<file path="src/rtl/fpga_link_pkg.sv">
// Shared definitions for the FPGA-to-FPGA parallel link: word width,
// receiver state encodings and the running XOR used for burst checksums.
package fpga_link_pkg;

  localparam int LINK_W = 32;

  // Encodings overlap with the sender's IDLE/READY/ACK values.
  typedef enum logic [2:0] {
    ST_IDLE    = 3'd0,
    ST_READY   = 3'd1,
    ST_RECEIVE = 3'd2,
    ST_CHECK   = 3'd3,
    ST_ACK     = 3'd4,
    ST_ABORT   = 3'd5
  } rx_state_e;

  function automatic logic [LINK_W-1:0] link_xor(input logic [LINK_W-1:0] acc,
                                                 input logic [LINK_W-1:0] word);
    return acc ^ word;
  endfunction

endpackage

</file>
<file path="src/rtl/fpga2_receiver_if.sv">
// Link and read-port bundle for the FPGA 2 receiver.
// master = sender/consumer side, slave = receiver.
interface fpga2_receiver_if;
  logic                               req_in;
  logic [fpga_link_pkg::LINK_W-1:0]   data_in;
  logic                               rdy_out;
  logic                               ack_out;
  logic                               rd_en;
  logic [fpga_link_pkg::LINK_W-1:0]   rd_data;
  logic                               rd_valid;
  logic                               done;
  logic [7:0]                         err_count;

  modport master (
    output req_in, data_in, rd_en,
    input  rdy_out, ack_out, rd_data, rd_valid, done, err_count
  );

  modport slave (
    input  req_in, data_in, rd_en,
    output rdy_out, ack_out, rd_data, rd_valid, done, err_count
  );
endinterface

</file>
<file path="src/rtl/rx_commit_fifo.sv">
// Dual-pointer receive buffer. Burst words land behind a speculative write
// pointer; commit publishes them to the reader, rewind throws them away.
// Pointers carry one extra bit so full and empty are distinguishable.
module rx_commit_fifo import fpga_link_pkg::*; #(
  parameter int DEPTH = 16
) (
  input  logic                     clk,
  input  logic                     rst,
  input  logic                     wr,
  input  logic [LINK_W-1:0]        wr_data,
  input  logic                     commit,
  input  logic                     rewind,
  input  logic                     rd_en,
  output logic [LINK_W-1:0]        rd_data,
  output logic                     rd_valid,
  output logic [$clog2(DEPTH):0]   free_cnt
);
  localparam int AW = $clog2(DEPTH);

  logic [LINK_W-1:0] mem [DEPTH];
  logic [AW:0]       wr_spec;
  logic [AW:0]       wr_cmt;
  logic [AW:0]       rd_ptr;
  logic [AW:0]       used;

  assign used     = wr_cmt - rd_ptr;
  assign free_cnt = (AW+1)'(DEPTH) - used;
  assign rd_valid = (wr_cmt != rd_ptr);
  // Head word is forced to zero while nothing is committed.
  assign rd_data  = rd_valid ? mem[rd_ptr[AW-1:0]] : '0;

  // Storage array, written at the speculative pointer.
  always_ff @(posedge clk) begin
    if (wr) mem[wr_spec[AW-1:0]] <= wr_data;
  end

  // Pointer updates; commit and pop on the same edge both take effect.
  always_ff @(posedge clk) begin
    if (rst) begin
      wr_spec <= '0;
      wr_cmt  <= '0;
      rd_ptr  <= '0;
    end else begin
      if (rewind)  wr_spec <= wr_cmt;
      else if (wr) wr_spec <= wr_spec + 1'b1;
      if (commit)  wr_cmt  <= wr_spec;
      if (rd_en && rd_valid) rd_ptr <= rd_ptr + 1'b1;
    end
  end
endmodule

</file>
<file path="src/rtl/fpga2_receiver.sv">
// Receive endpoint of the FPGA 1 -> FPGA 2 parallel link.
// Optional macro RECV_CHECKSUM_EN: last burst word is an XOR checksum of the
// others; it is verified in CHECK and never stored.
//
// state   | meaning
// --------+----------------------------------------------------------
// IDLE    | waiting for req_in with room for a whole burst
// READY   | rdy_out high, counting out the capture delay
// RECEIVE | capturing one word per edge, counter RECV_COUNT-1 .. 0
// CHECK   | single cycle: commit and ACK, or ABORT on bad checksum
// ACK     | rdy_out/ack_out high until the sender drops req_in
// ABORT   | single cycle: rewind partial burst, bump err_count
module fpga2_receiver import fpga_link_pkg::*; #(
  parameter int RECV_COUNT    = 10,
  parameter int BUF_DEPTH     = 16,
  parameter int CAPTURE_DELAY = 2
) (
  input  logic             clk,
  input  logic             rst,
  fpga2_receiver_if.slave  link
);
  localparam int AW    = $clog2(BUF_DEPTH);
  localparam int CNT_W = $clog2(RECV_COUNT + CAPTURE_DELAY + 1);
  localparam logic [AW:0] NEED = (AW+1)'(RECV_COUNT);

  localparam logic [2:0] S_IDLE    = 3'(ST_IDLE);
  localparam logic [2:0] S_READY   = 3'(ST_READY);
  localparam logic [2:0] S_RECEIVE = 3'(ST_RECEIVE);
  localparam logic [2:0] S_CHECK   = 3'(ST_CHECK);
  localparam logic [2:0] S_ACK     = 3'(ST_ACK);
  localparam logic [2:0] S_ABORT   = 3'(ST_ABORT);

  logic [2:0]       state;
  logic [CNT_W-1:0] cnt;
  logic             done_r;
  logic [7:0]       err_r;
  logic             last_word;
  logic             capture;
  logic             fifo_wr;
  logic             commit;
  logic             rewind;
  logic             csum_ok;
  logic [AW:0]      free_cnt;

  assign last_word = (cnt == '0);
  assign capture   = (state == S_RECEIVE) && link.req_in;
  assign commit    = (state == S_CHECK) && csum_ok;
  assign rewind    = (state == S_ABORT);

  assign link.rdy_out   = (state == S_READY) || (state == S_RECEIVE) ||
                          (state == S_CHECK) || (state == S_ACK);
  assign link.ack_out   = (state == S_ACK);
  assign link.done      = done_r;
  assign link.err_count = err_r;

`ifdef RECV_CHECKSUM_EN
  logic [LINK_W-1:0] csum;

  assign fifo_wr = capture && !last_word;

  // Running XOR of payload words; the final word is compared against it.
  always_ff @(posedge clk) begin
    if (rst) begin
      csum    <= '0;
      csum_ok <= 1'b0;
    end else if (state == S_READY) begin
      csum    <= '0;
      csum_ok <= 1'b0;
    end else if (capture) begin
      if (last_word) csum_ok <= (csum == link.data_in);
      else           csum    <= link_xor(csum, link.data_in);
    end
  end
`else
  assign fifo_wr = capture;
  assign csum_ok = 1'b1;
`endif

  // Burst sequencing, delay/word counter, done pulse and error counter.
  always_ff @(posedge clk) begin
    if (rst) begin
      state  <= S_IDLE;
      cnt    <= '0;
      done_r <= 1'b0;
      err_r  <= '0;
    end else begin
      done_r <= 1'b0;
      case (state)
        S_IDLE: begin
          if (link.req_in && (free_cnt >= NEED)) begin
            state <= S_READY;
            cnt   <= CNT_W'(CAPTURE_DELAY - 1);
          end
        end
        S_READY: begin
          if (!link.req_in) begin
            state <= S_ABORT;
          end else if (last_word) begin
            state <= S_RECEIVE;
            cnt   <= CNT_W'(RECV_COUNT - 1);
          end else begin
            cnt <= cnt - 1'b1;
          end
        end
        S_RECEIVE: begin
          if (!link.req_in)   state <= S_ABORT;
          else if (last_word) state <= S_CHECK;
          else                cnt   <= cnt - 1'b1;
        end
        S_CHECK: state <= csum_ok ? S_ACK : S_ABORT;
        S_ACK: begin
          if (!link.req_in) begin
            state  <= S_IDLE;
            done_r <= 1'b1;
          end
        end
        S_ABORT: begin
          state <= S_IDLE;
          if (err_r != 8'hFF) err_r <= err_r + 1'b1;
        end
        default: state <= S_IDLE;
      endcase
    end
  end

  rx_commit_fifo #(.DEPTH(BUF_DEPTH)) u_fifo (
    .clk      (clk),
    .rst      (rst),
    .wr       (fifo_wr),
    .wr_data  (link.data_in),
    .commit   (commit),
    .rewind   (rewind),
    .rd_en    (link.rd_en),
    .rd_data  (link.rd_data),
    .rd_valid (link.rd_valid),
    .free_cnt (free_cnt)
  );
endmodule

</file>
<file path="src/flat_wrapper.sv">
// flat-port wrapper written by rule: the top's interface ports become plain ports
module fpga2_receiver_flat import fpga_link_pkg::*;
#(
  parameter int RECV_COUNT    = 10,
  parameter int BUF_DEPTH     = 16,
  parameter int CAPTURE_DELAY = 2
)
  (clk, rst, link_req_in, link_data_in, link_rd_en, link_rdy_out, link_ack_out, link_rd_data, link_rd_valid, link_done, link_err_count);
  fpga2_receiver_if link_i ();
  input  logic clk;
  input  logic rst;
  input wire logic [$bits(link_i.req_in)-1:0] link_req_in;
  input wire logic [$bits(link_i.data_in)-1:0] link_data_in;
  input wire logic [$bits(link_i.rd_en)-1:0] link_rd_en;
  output wire logic [$bits(link_i.rdy_out)-1:0] link_rdy_out;
  output wire logic [$bits(link_i.ack_out)-1:0] link_ack_out;
  output wire logic [$bits(link_i.rd_data)-1:0] link_rd_data;
  output wire logic [$bits(link_i.rd_valid)-1:0] link_rd_valid;
  output wire logic [$bits(link_i.done)-1:0] link_done;
  output wire logic [$bits(link_i.err_count)-1:0] link_err_count;
  assign link_i.req_in = link_req_in;
  assign link_i.data_in = link_data_in;
  assign link_i.rd_en = link_rd_en;
  assign link_rdy_out = link_i.rdy_out;
  assign link_ack_out = link_i.ack_out;
  assign link_rd_data = link_i.rd_data;
  assign link_rd_valid = link_i.rd_valid;
  assign link_done = link_i.done;
  assign link_err_count = link_i.err_count;
  fpga2_receiver #(.RECV_COUNT(RECV_COUNT), .BUF_DEPTH(BUF_DEPTH), .CAPTURE_DELAY(CAPTURE_DELAY)) u_core (.clk(clk), .rst(rst), .link(link_i));
endmodule
</file>
<file path="config.mk">
export PLATFORM = sky130hd
export DESIGN_NAME = fpga2_receiver_flat
export DESIGN_NICKNAME = d
export VERILOG_FILES = /design/src/rtl/fpga_link_pkg.sv /design/src/rtl/fpga2_receiver_if.sv /design/src/rtl/rx_commit_fifo.sv /design/src/rtl/fpga2_receiver.sv /design/src/flat_wrapper.sv
export SDC_FILE = /design/constraint.sdc
export NUM_CORES = 1
export LEC_CHECK = 0
export CAP_MARGIN = 40
export CORE_ASPECT_RATIO = 0.5
export CORE_MARGIN = 2
export CORE_UTILIZATION = 30
export CTS_BUF_LIST = sky130_fd_sc_hd__clkbuf_8
export CTS_CLUSTER_SIZE = 10
export DETAILED_ROUTE_END_ITERATION = 7
export PLACE_DENSITY = 0.51
export RECOVER_POWER = 100
export SLEW_MARGIN = 20
export SYNTH_ARGS = -nofsm -noshare
export SYNTH_HDL_FRONTEND = slang
export SYNTH_SLANG_ARGS = --single-unit
</file>
<file path="constraint.sdc">
create_clock -name clk -period 4.1 [get_ports clk]
set_clock_uncertainty 0.2 [all_clocks]
set_input_delay 0.615 -clock clk [delete_from_list [all_inputs] [get_ports clk]]
set_output_delay 0.615 -clock clk [all_outputs]
set_load 0.005 [all_outputs]
</file>
==> impl_results.md <==
- DRC: 0
- Reg2reg start: u_core.state[1]
- Post-DP HPWL: 24000 um
- Post-Syn Area: 21400 um2
- WS Path Type: flop to output pin
- Cell count after synthesis: 984
- Slowest stage cell, crit path: mux4_1
- CTS tree: yes
- CTS clk-pin slew, worst paths: 0.06 ns
- Crit start category: flop
- Die area: 73600 um2
- Status: finished with violations
- R2R Path End: u_core.u_fifo.mem[15][29]
- DIE WIDTH: 382 um
- Rel. slew slack: -23.9%
- Core area: 70800 um2
- Routability cong.: 0.708
- Syn Nets: 1036
- Logic gate share of total power: 2.0%
- Num rows: 69
- Worst Setup End Kind: output pin
- Crit path to: link_rd_data[14]
- Post-synth top area cell: edfxtp_1
- Clock sinks: 547
- Hold Crit Class: flop to flop
- Worst-margin pin slew: 1.85 ns
- CP Data Required Time: 3.28 ns
- Global-route wire length before repair: 71400 um
- Hold_buf cts: 0
- Max Buffers Root-to-Sink: 3
- Drt pass-1 iters: 4
- Max FO, Critical Path: 63
- Crit path cell chain: buf_16 -> mux4_1 -> mux4_2 -> and2_1 -> clkdlybuf4s50_1
- Synthesis-stage register bit count: 547
- Seq pwr share: 58.1%
- Dpl ws: 0.637 ns
- Grt ovf: 0
- Clock root buffer master: clkbuf_8
- Finished Layout Cells: 2149
- Sequential element share of the synthesized area: 75.1%
- Largest net degree at the start of global routing: 64
- Final Max Slew Viols: 110
- Post-synth EDFFs: 512
- Worst path max stage delay: 0.61 ns
- Routed vias: 10239
- Clk pwr share: 39.9%
- Via count of the first global-routing pass: 11003
- Final worst path period share: 97.8%
- DRT iter0 DRCs: 1075
- Post-route ant nets: 0
- Ys Warns: 0
- DR WL/cell: 22.7 um
- Peak supply drop: 0.187 mV
- Switching share of total power: 21.4%
- Mean cell area of the mapped netlist: 21.7 um2
- Unrepaired setup endpoints after global routing: true
- PwrDens: 419 nW/um2
- Final Hold Fails: 0
- Inst Count DP: 2004
- Final setup fails: 0
- Final min period: 4.01 ns
- Die H: 193 um
- Cell leakage power: 7.87 nW
- Primary FF master, synth: edfxtp_1
- CTS Buf Count: 82
- Nets: 1183
- Yosys cell types: 50
- Asr flop ratio synth: 0%
- Failing checks: max-capacitance violations, max-slew violations
- Final worst slack: 0.0907 ns
- I/O Buffers: 79
- FF-to-FF path depth: 4
- Crit path arrival time: 3.19 ns
- P&R area growth vs syn: 17.6%
- Synth top area cells: edfxtp_1, mux4_2, dfxtp_1
- Vias per cell: 4.76
- Commonest non-fill, non-tap cell in the layout: edfxtp_1
- IO Count: 80
- Antenna violations before repair: 4
- Starting Density: 30.2%
- Max frequency: 0.249 GHz
- Commonest cells after routing, fill and taps aside: edfxtp_1, mux4_2, clkbuf_8, dlygate4sd3_1, inv_1
- R2r setup slk: 0.52 ns
- Max Cap Viol: 5
- Hold Path Cell Cnt: 2
- Internal power: 8.30 mW
- Share of cells above drive strength 1: 26.3%
- Share of the synthesized area in the top cell type: 71.8%
- Gr usage total: 13.3%
- H-tree depth: 3
- Worst skew pair latency: 0.65 ns
- NetSw: 2.26 mW
- Final WL: 48700 um
[power by group through the flow]
stage	Clock, mW	Sequential [mW]	Combinational (mW)
3_5_place_dp	0	6.25	0.224
3_3_place_gp	0	6.25	0.212
4_1_cts	4.36	6.13	0.226
6_report	4.21	6.13	0.215
2_1_floorplan	0	6.24	0.100
5_1_grt	4.58	6.13	0.240
[worst min path at each step]
| stage | startpoint | to |
|---|---|---|
| 2_1_floorplan | u_core.cnt[0] | u_core.cnt[0] |
| 3_3_place_gp | u_core.cnt[1] | u_core.cnt[1] |
| 3_5_place_dp | u_core.cnt[1] | u_core.cnt[1] |
| 4_1_cts | u_core.u_fifo.wr_spec[1] | u_core.u_fifo.wr_spec[1] |
| 5_1_grt | u_core.cnt[0] | u_core.cnt[0] |
| 6_report | u_core.u_fifo.wr_spec[1] | u_core.u_fifo.wr_spec[1] |
[cell usage after synthesis (2+ instances only)]
cell type,count
mux4_1,5
nor3b_1,3
and4_1,2
clkbuf_1,24
and2_1,36
nor3_1,8
a21o_1,2
buf_2,4
nor2_1,41
inv_1,12
o211ai_1,2
a311oi_1,2
nand4_1,3
nand3_1,8
o21ai_0,9
nor4bb_1,2
ha_1,15
mux2i_1,5
xnor2_1,7
a21oi_1,18
nand2b_1,5
xor2_1,4
nor2b_1,4
edfxtp_1,512
o21a_1,2
buf_4,10
nand2_1,14
or4_1,2
mux4_2,155
buf_1,7
dfxtp_1,35
buf_6,4
o31ai_1,2
a221oi_1,3
and3_1,2
[through the flow]
| step | setup TNS [ns] | utilization, % | cell area, um2 | total power [mW] | hold slack (ns) |
|---|---|---|---|---|---|
| after detailed placement | 0 | 33.7 | 23800 | 6.47 | 0.304 |
| final | 0 | 35.6 | 25200 | 10.6 | 0.312 |
| after global placement | 0 | 33.7 | 23800 | 6.46 | 0.285 |
| after global routing | -0.246 | 35.6 | 25200 | 11.0 | 0.347 |
| after floorplan | 0 | - | 21400 | 6.34 | 0.263 |
| after CTS | -0.0152 | 35.8 | 25400 | 10.7 | 0.314 |
[cells by family (layout without fill, tap and decap cells)]
| logic type | Yosys count | count (layout) | share of synthesized area, % |
|---|---|---|---|
| other cells | 0 | 2 | 0 |
| simple gates | 136 | 136 | 3.39 |
| compound gates | 47 | 47 | 1.40 |
| fa+ha+maj | 16 | 16 | 0.971 |
| flops | 547 | 547 | 75.1 |
| mux | 165 | 165 | 17.2 |
| buf+inv | 61 | 266 | 1.41 |
| xor+xnor | 12 | 12 | 0.561 |
[layout make-up]
class	instances	area [um2]
Antenna cell	2	5.00
Timing Repair Buffer	112	1180
Inverter	12	45.0
Multi-Input combinational cell	376	5150
Clock inverter	55	320
Clock buffer	87	1200
Tap cell	958	1200
Sequential cell	547	16100
Fill cell	6546	45600
[critical path, delay by kind of cell, from the launching register on]
family / cells / cell delay, ns
DFF: 1 / 0.40
buffers and inverters: 2 / 0.80
and+or+nand+nor: 1 / 0.16
muxes: 2 / 1.07
[state kept, by name (all words and copies together) (netlist names), named ones only]
register	count
u_core.link.done	1
u_core.u_fifo.wr_spec	5
u_core.u_fifo.rd_ptr	5
u_core.cnt	4
u_core.state	3
u_core.link.err_count	8
u_core.u_fifo.mem	512
u_core.u_fifo.wr_cmt	5
[routing by layer]
layer | wire length [um] | share of wire, % | GRT usage, %
met5 | 0 | 0 | 0
met4 | 861 | 1.8 | 3.47
met3 | 2180 | 4.5 | 2.83
met2 | 23600 | 48 | 21.7
met1 | 22100 | 45 | 18.1
[repair_timing]
item / CTS / global route
pin swaps: 0 / 0
setup endpoints to repair: 21 / 22
resized for setup: 7 / 18
buffers inserted: 1 / 0
gates cloned: 0 / 0
Power figures use the tool's default switching activity.
